==> config.mk <==
export PLATFORM = sky130hd
export DESIGN_NAME = rx_frame_gen_proc
export DESIGN_NICKNAME = d
export VERILOG_FILES = /design/src/rtl/rx_frame_gen_proc.sv
export SDC_FILE = /design/constraint.sdc
export NUM_CORES = 1
export LEC_CHECK = 0
export CORE_MARGIN = 4
export CORE_UTILIZATION = 45
export DETAILED_ROUTE_END_ITERATION = 6
export GPL_ROUTABILITY_DRIVEN = 0
export GPL_TIMING_DRIVEN = 0
export PLACE_DENSITY = 0.71
export SETUP_SLACK_MARGIN = 0.4
export SLEW_MARGIN = 20
export SYNTH_ARGS = -nofsm -noshare
export SYNTH_HDL_FRONTEND = slang
export SYNTH_SLANG_ARGS = --single-unit
==> constraint.sdc <==
create_clock -name CLK -period 8.9 [get_ports CLK]
set_input_delay 1.335 -clock CLK [delete_from_list [all_inputs] [get_ports CLK]]
set_output_delay 1.335 -clock CLK [all_outputs]
set_load 0.03 [all_outputs]
==> src/rtl/rx_frame_gen_proc.sv <==
// rx_frame_gen_proc: DCFEB receive frame processor (delineation, CRC/length checks, status; optional stats via RX_FRAME_STATS_EN)
module rx_frame_gen_proc #(
    parameter int MAX_WORDS = 812,
    parameter int MIN_WORDS = 4,
    parameter int CNT_W     = 16
) (
    input  logic             CLK,
    input  logic             RST,
    input  logic [15:0]      RXDATA,
    input  logic [1:0]       RX_IS_K,
    input  logic [1:0]       RXDISPERR,
    input  logic [1:0]       RXNOTINTABLE,
    input  logic             FF_AF,
    input  logic             CNT_CLR,
    output logic [15:0]      FRM_DATA,
    output logic             FRM_DATA_VALID,
    output logic             STAT_VALID,
    output logic [4:0]       STAT,
    output logic [11:0]      STAT_LEN,
    output logic             GOOD_CRC,
    output logic [CNT_W-1:0] PKT_CNT,
    output logic [CNT_W-1:0] CRC_ERR_CNT,
    output logic [CNT_W-1:0] DROP_CNT
);

    typedef enum logic [2:0] {IDLE, PRE, DATA, DROP, CHK} state_t;

    localparam logic [11:0] MAX_L = 12'(MAX_WORDS);
    localparam logic [11:0] MIN_L = 12'(MIN_WORDS);

    state_t      state;
    logic [15:0] rx_d;
    logic [1:0]  rx_k;
    logic        rx_err;
    logic        ff_q;
    logic [1:0]  pre_idx;
    logic [15:0] hold;
    logic        hold_v;
    logic [15:0] crc;
    logic [11:0] cnt;
    logic [4:0]  flags;
    logic        is_sop;
    logic        is_eop;
    logic        bad_in;
    logic        pre_ok;
    logic        short_pkt;
    logic        abort;

    function automatic logic [15:0] crc_step(input logic [15:0] c, input logic [15:0] d);
        logic [15:0] r;
        r = c;
        for (int i = 15; i >= 0; i--) r = {r[14:0], 1'b0} ^ ((r[15] ^ d[i]) ? 16'h1021 : 16'h0000);
        return r;
    endfunction

    assign is_sop    = rx_k == 2'b01 && rx_d == 16'h55FB;
    assign is_eop    = rx_k == 2'b11 && rx_d == 16'hF7FD;
    assign bad_in    = rx_err || (rx_k != 2'b00 && !is_eop);
    assign pre_ok    = !rx_err && rx_k == 2'b00 && rx_d == (pre_idx == 2'd2 ? 16'hD555 : 16'h5555);
    assign short_pkt = cnt < MIN_L;
    assign abort     = (state == PRE && !pre_ok) || (state == DATA && bad_in);

    // input stage: register the word with its flags and the FIFO almost-full level
    always_ff @(posedge CLK or posedge RST) begin
        if (RST) begin
            rx_d   <= '0;
            rx_k   <= '0;
            rx_err <= 1'b0;
            ff_q   <= 1'b0;
        end else begin
            rx_d   <= RXDATA;
            rx_k   <= RX_IS_K;
            rx_err <= |RXDISPERR || |RXNOTINTABLE;
            ff_q   <= FF_AF;
        end
    end

    // packet FSM: preamble check, one-word hold for CRC stripping, forwarding and status
    always_ff @(posedge CLK or posedge RST) begin
        if (RST) begin
            state          <= IDLE;
            pre_idx        <= '0;
            hold           <= '0;
            hold_v         <= 1'b0;
            crc            <= 16'hFFFF;
            cnt            <= '0;
            flags          <= '0;
            FRM_DATA       <= '0;
            FRM_DATA_VALID <= 1'b0;
            STAT_VALID     <= 1'b0;
            STAT           <= '0;
            STAT_LEN       <= '0;
            GOOD_CRC       <= 1'b1;
        end else begin
            FRM_DATA_VALID <= 1'b0;
            STAT_VALID     <= 1'b0;
            if (abort) begin
                STAT_VALID <= 1'b1;
                STAT       <= 5'b01000;
                STAT_LEN   <= cnt;
                GOOD_CRC   <= 1'b1;
                state      <= IDLE;
            end else begin
                case (state)
                    IDLE, CHK: begin
                        if (state == CHK) begin
                            STAT_VALID <= 1'b1;
                            STAT       <= flags;
                            STAT_LEN   <= cnt;
                            GOOD_CRC   <= !flags[0];
                        end
                        state <= IDLE;
                        if (is_sop) begin
                            state   <= ff_q ? DROP : PRE;
                            flags   <= ff_q ? 5'b10000 : 5'b00000;
                            pre_idx <= '0;
                            hold_v  <= 1'b0;
                            crc     <= 16'hFFFF;
                            cnt     <= '0;
                        end
                    end
                    PRE: begin
                        pre_idx <= pre_idx + 2'd1;
                        if (pre_idx == 2'd2) state <= DATA;
                    end
                    DATA: begin
                        if (is_eop) begin
                            flags <= {3'b000, short_pkt, !short_pkt && crc != hold};
                            state <= CHK;
                        end else begin
                            hold   <= rx_d;
                            hold_v <= 1'b1;
                            if (hold_v && cnt == MAX_L) begin
                                flags <= 5'b00100;
                                state <= DROP;
                            end else if (hold_v) begin
                                FRM_DATA       <= hold;
                                FRM_DATA_VALID <= 1'b1;
                                cnt            <= cnt + 12'd1;
                                crc            <= crc_step(crc, hold);
                            end
                        end
                    end
                    DROP: if (is_eop) state <= CHK;
                    default: state <= IDLE;
                endcase
            end
        end
    end

`ifdef RX_FRAME_STATS_EN
    localparam logic [CNT_W-1:0] CNT_ONE = CNT_W'(1);

    // saturating link statistics, clear wins over a same-cycle increment
    always_ff @(posedge CLK or posedge RST) begin
        if (RST || CNT_CLR) begin
            PKT_CNT     <= '0;
            CRC_ERR_CNT <= '0;
            DROP_CNT    <= '0;
        end else if (STAT_VALID) begin
            if (STAT == 5'b00000 && !(&PKT_CNT)) PKT_CNT <= PKT_CNT + CNT_ONE;
            if (STAT[0] && !(&CRC_ERR_CNT)) CRC_ERR_CNT <= CRC_ERR_CNT + CNT_ONE;
            if (STAT[4] && !(&DROP_CNT)) DROP_CNT <= DROP_CNT + CNT_ONE;
        end
    end
`else
    logic unused_cnt_clr;
    assign unused_cnt_clr = CNT_CLR;
    assign PKT_CNT        = '0;
    assign CRC_ERR_CNT    = '0;
    assign DROP_CNT       = '0;
`endif

endmodule

======== Word-level counts from Yosys, hierarchy flattened ========
Index checks and enable logic that the tools add are counted.
storage, ports and cells
  flip-flop bits (word level) ............. 111
  input port bits ......................... 26
  output and inout bits ................... 84
  logic and storage cells ................. 172
operators by class
  $add $sub $neg .......................... 2
  order comparisons ....................... 1
  equality and inequality tests ........... 20
  muxes and demuxes ....................... 62
  bitwise operators ....................... 35
  reductions and logical operators ........ 35
operators with widths
  cell                                                          number
  bitwise XOR 16 x 13 -> 16 bit                                 16
  2-to-1 mux 13 bit                                             16
  2-to-1 mux 12 bit                                             7
  2-to-1 mux 16 bit                                             5
  2-to-1 mux 5 bit                                              7
  one-hot mux 16 bit (2 select lines)                           1
  one-hot mux 12 bit (2 select lines)                           1
  == test 16 x 15 -> 1 bit (second input constant)              1
  == test 16 bit                                                1
  == test 16 bit (second input constant)                        1
  inequality test 16 bit                                        1
  bitwise XOR 1 bit                                             16
  2-to-1 mux 3 bit                                              5
  2-to-1 mux 1 bit                                              13
  adder 12 x 1 -> 12 bit (second input constant)                1
  == test 12 x 10 -> 1 bit (second input constant)              1
  less-than comparator 12 x 3 -> 1 bit (second input constant)  1
  one-hot mux 3 bit (4 select lines)                            1
  one-hot mux 5 bit (2 select lines)                            1
  nonzero test 2 bit                                            5
  logical AND 1 bit                                             9
  AND reduction 3 bit                                           3
  inequality test 2 bit (second input constant)                 4
  AND reduction 4 bit                                           2
  other kinds (21)                                              36

======== Longest topological paths before layout ========
  word-level depth ........................ 52
  depth in mapped cells ................... 11
  gate-level depth less buffers ........... 9

======== Worst setup path before layout ========
Ideal clock, no wire load.
  kind .................................... reg2reg
  from .................................... reg pre_idx[0]
  to ...................................... reg STAT_LEN[0]
  library setup time ...................... 128 ps
  data arrival time ....................... 2061 ps
  required time ........................... 8772 ps
  path slack .............................. 6711 ps
  cell stages (with the launch flop) ...... 11
  path through ............................ dfrtp_1 -> inv_1 -> ha_1 -> xnor2_1 -> and4_1 -> o211ai_2 -> buf_6 -> a31o_4 -> nor2_4 -> buf_6 -> mux2_1
between the ends
  cells in the longest elaborated chain, start to end .. 9
  elaborated cells on any way between the ends .. 11
ends and longest elaborated chain
  item                                  RTL line  text
  start, declared                       36        logic [1:0] pre_idx;
  start signal, assigned                123       pre_idx <= pre_idx + 2'd1;
  == test 2 bit *                       59        assign pre_ok = !rx_err && rx_k == 2'b00 && rx_d == (pre_idx == 2'd2 ? 16'hD555 : 16'h5555);
  2-to-1 mux 16 bit *                   59
  == test 16 bit *                      59
  logical AND 1 bit *                   59
  zero test 1 bit *                     61        assign abort = (state == PRE && !pre_ok) || (state == DATA && bad_in);
  logical AND 1 bit *                   61
  logical OR 1 bit *                    61
  nonzero test 2 bit (no source line)   -
  AND reduction 2 bit (no source line)  -
  end signal, assigned                  100       STAT_LEN <= cnt;
  end signal, assigned                  109       STAT_LEN <= cnt;
  end, declared                         19        output logic [11:0] STAT_LEN,
Mark *: on every way between the ends. The rest lies on a longest branch, timed or not.
A chain may end at the register's enable or synchronous reset.

======== Final worst setup path ========
  from .................................... reg GOOD_CRC
  to ...................................... out GOOD_CRC
RTL lines
  item                    RTL line  text
  start, declared         20        output logic GOOD_CRC,
  start signal, assigned  110       GOOD_CRC <= !flags[0];
No word-level cell between the ends.

==> flow_summary.ini <==
[clock_network]
cts-root-buf = clkbuf_16
worstSkewPairLatency_ns = 0.35
cts_tree = built
cts.repair.resized = 0
cts_sinks = 110
path_clk_slew_ns = 0.07
cts_inserted_buffers = 9
clockBufferDepth = 2
h-tree-depth = 3
cts_setup_buffers = 0
hold_buffers = 0

[drt]
num_vias = 3759
drc = 0
via_per_inst = 4.94
ant_nets = 0
drt-total-wl_mm = 11.6
drt_iter0_markers = 175
drt_first_pass_iters = 5
routedWlPerCell_um = 15.3

[yosys]
synth.distinct_cells = 62
netlist_area_sq_mm = 0.00557
synth.avg_cell_area_sq_um = 11.9
synthCells = 469
yosysMostFrequentCell = dfrtp_1
synth_top_area_share_pct = 41.8
synth_flop_cell = dfrtp_1
yosysSeqAreaShare_pct = 49.8
synth_edf_count = 0
yosys_warnings = 0
yosysTopAreaCell = dfrtp_1
async_flop_share_pct = 100
yosys-top-cells-area = dfrtp_1 42%, dfstp_2 8.0%, mux2_2 7.5%
ys_ff_latch = 110
ys_top_cells_by_count = 93 x dfrtp_1, 50 x buf_4, 37 x mux2_2

[sta]
finalCriticalPeriod_ns = 2.88
setup_tns_ns = 0
setup_viol = 0
slew_headroom_pct = 57.9
maxSlewViolCount = 0
hold_viol_final = 0
skew_ns = 0.00774
tightest_slew_ns = 0.632
fmax_mhz = 347
period_share_pct = 32.4
setup_slack_ns = 6.02
rsz0062_at_grt = false

[die]
die-width_um = 119
die_area_sq_mm = 0.0142
ios = 110
initial_core_util_pct = 46.2
design.core.area_sq_mm = 0.0121
num_rows = 40
die_h_um = 119

[cells_and_area]
n_antenna_cell = 0
multi_input_area_sq_mm = 0.00248
drive_gt1_share_pct = 25.6
nets = 617
fillCellCount = 1028
synthToLayoutAreaGrowth_pct = 24.2
seq_area_sq_mm = 0.00277

[hold_path]
hold_path_class = register to register

[worst_setup_path]
cp.buffers_inverters = 1
critical-path-max-stage-delay_ns = 0.66
worstPathMaxFanout = 2
critical_path.cell_chain = clkdlybuf4s50_1
crit_path_start_kind = register
worstPathRequired_ns = 7.57
crit_path_top_delay_cell = clkdlybuf4s50_1
path_class = register to output pin
r2r_slack_ns = 6.38
worstPathArrival_ns = 1.55
cpLargestDelayFamily = buffers and inverters
critPathCaptureType = output pin

[global_routing]
grt_usage_pct = 17.4
grt_pass1_vias = 3877
grt_max_degree = 74
antenna_found_initial = 0
grt_first_pass_wirelength_mm = 19.9
grt_overflow = 0

[placement]
dp_hpwl_mm = 8.69
place_ws_ns = 6.39
io_buffers = 60

[run]
maxCapViolCount = 0

[power]
peakVddDrop_v = 0.000227
cellLeakagePower_nw = 3.16
p_per_area_mw_per_mm2 = 387

[run_status]
status = finished clean
[area by class of cell]
type | count | share of cell area (%)
Timing Repair Buffer | 61 | 9.07
Buffer | 62 | 6.38
Tap cell | 168 | 3.04
Clock buffer | 9 | 3.25
Clock inverter | 7 | 1.50
Sequential cell | 110 | 40.1
Inverter | 13 | 0.777
Multi-Input combinational cell | 331 | 35.9
[stage by stage]
| step | util [%] | std cells | power [mW] | area [sq um] | hold WS [ns] |
|---|---|---|---|---|---|
| after floorplan | - | 516 | 1.96 | 5750 | 0.406 |
| after global placement | 54.4 | 744 | 2.18 | 6560 | 0.448 |
| after detailed placement | 54.7 | 745 | 2.23 | 6590 | 0.453 |
| after CTS | 57.4 | 761 | 2.69 | 6920 | 0.463 |
| after global routing | 57.4 | 761 | 2.86 | 6920 | 0.470 |
| final | 57.4 | 761 | 2.68 | 6920 | 0.459 |
[per-layer routing]
metal | part of all wire [%] | global-route usage (%)
met1 | 44 | 23.1
met2 | 48 | 28.1
met3 | 6.5 | 3.61
met4 | 1.6 | 6.88
met5 | 0 | 0
[sequential cells by signal (all words and copies together) (netlist names)]
name            cells
GOOD_CRC            1
crc                16
FRM_DATA           16
STAT                5
STAT_VALID          1
flags               4
STAT_LEN           12
cnt                12
state               3
FRM_DATA_VALID      1
rx_k                2
ff_q                1
hold               16
pre_idx             2
rx_d               16
rx_err              1
hold_v              1
[placed cells by master (no fill, tap or decap), types with 17 or more instances in the layout]
master / count
dfrtp_1: 93
nor2_1: 21
dfstp_2: 17
a21oi_1: 22
nand2_1: 28
o21ai_0: 17
xnor2_1: 36
clkdlybuf4s50_1: 60
mux2_2: 37
buf_4: 50
conb_1: 48
[power breakdown]
part / switching (mW) / total [mW] / internal, mW
registers: 0.109 / 0.736 / 0.627
clock network: 0.185 / 0.436 / 0.251
logic: 0.734 / 1.50 / 0.770
[worst paths after layout]
kind,start,to,cells after the start
hold / removal,flags[0],GOOD_CRC,1
max in group asynchronous,RST,crc[12],3
min in group asynchronous,RST,pre_idx[1],2
setup reg to reg,rx_d[8],STAT_LEN[4],7
hold reg to reg,flags[0],GOOD_CRC,1
setup / recovery,GOOD_CRC,GOOD_CRC,1
[cell families (layout without fill, tap and decap cells)]
logic type	Yosys count	after routing	share of synthesized area, %
AND/OR/NAND/NOR	114	114	12.0
flip-flops	110	110	49.8
buffers and inverters	75	152	8.80
AO/OA/AOI/OAI	64	64	7.50
XOR/XNOR	56	56	11.9
multiplexers	46	46	9.27
adder cells (fa/ha/maj)	3	3	0.674
other	1	48	0.0673
Power figures use the tool's default switching activity.
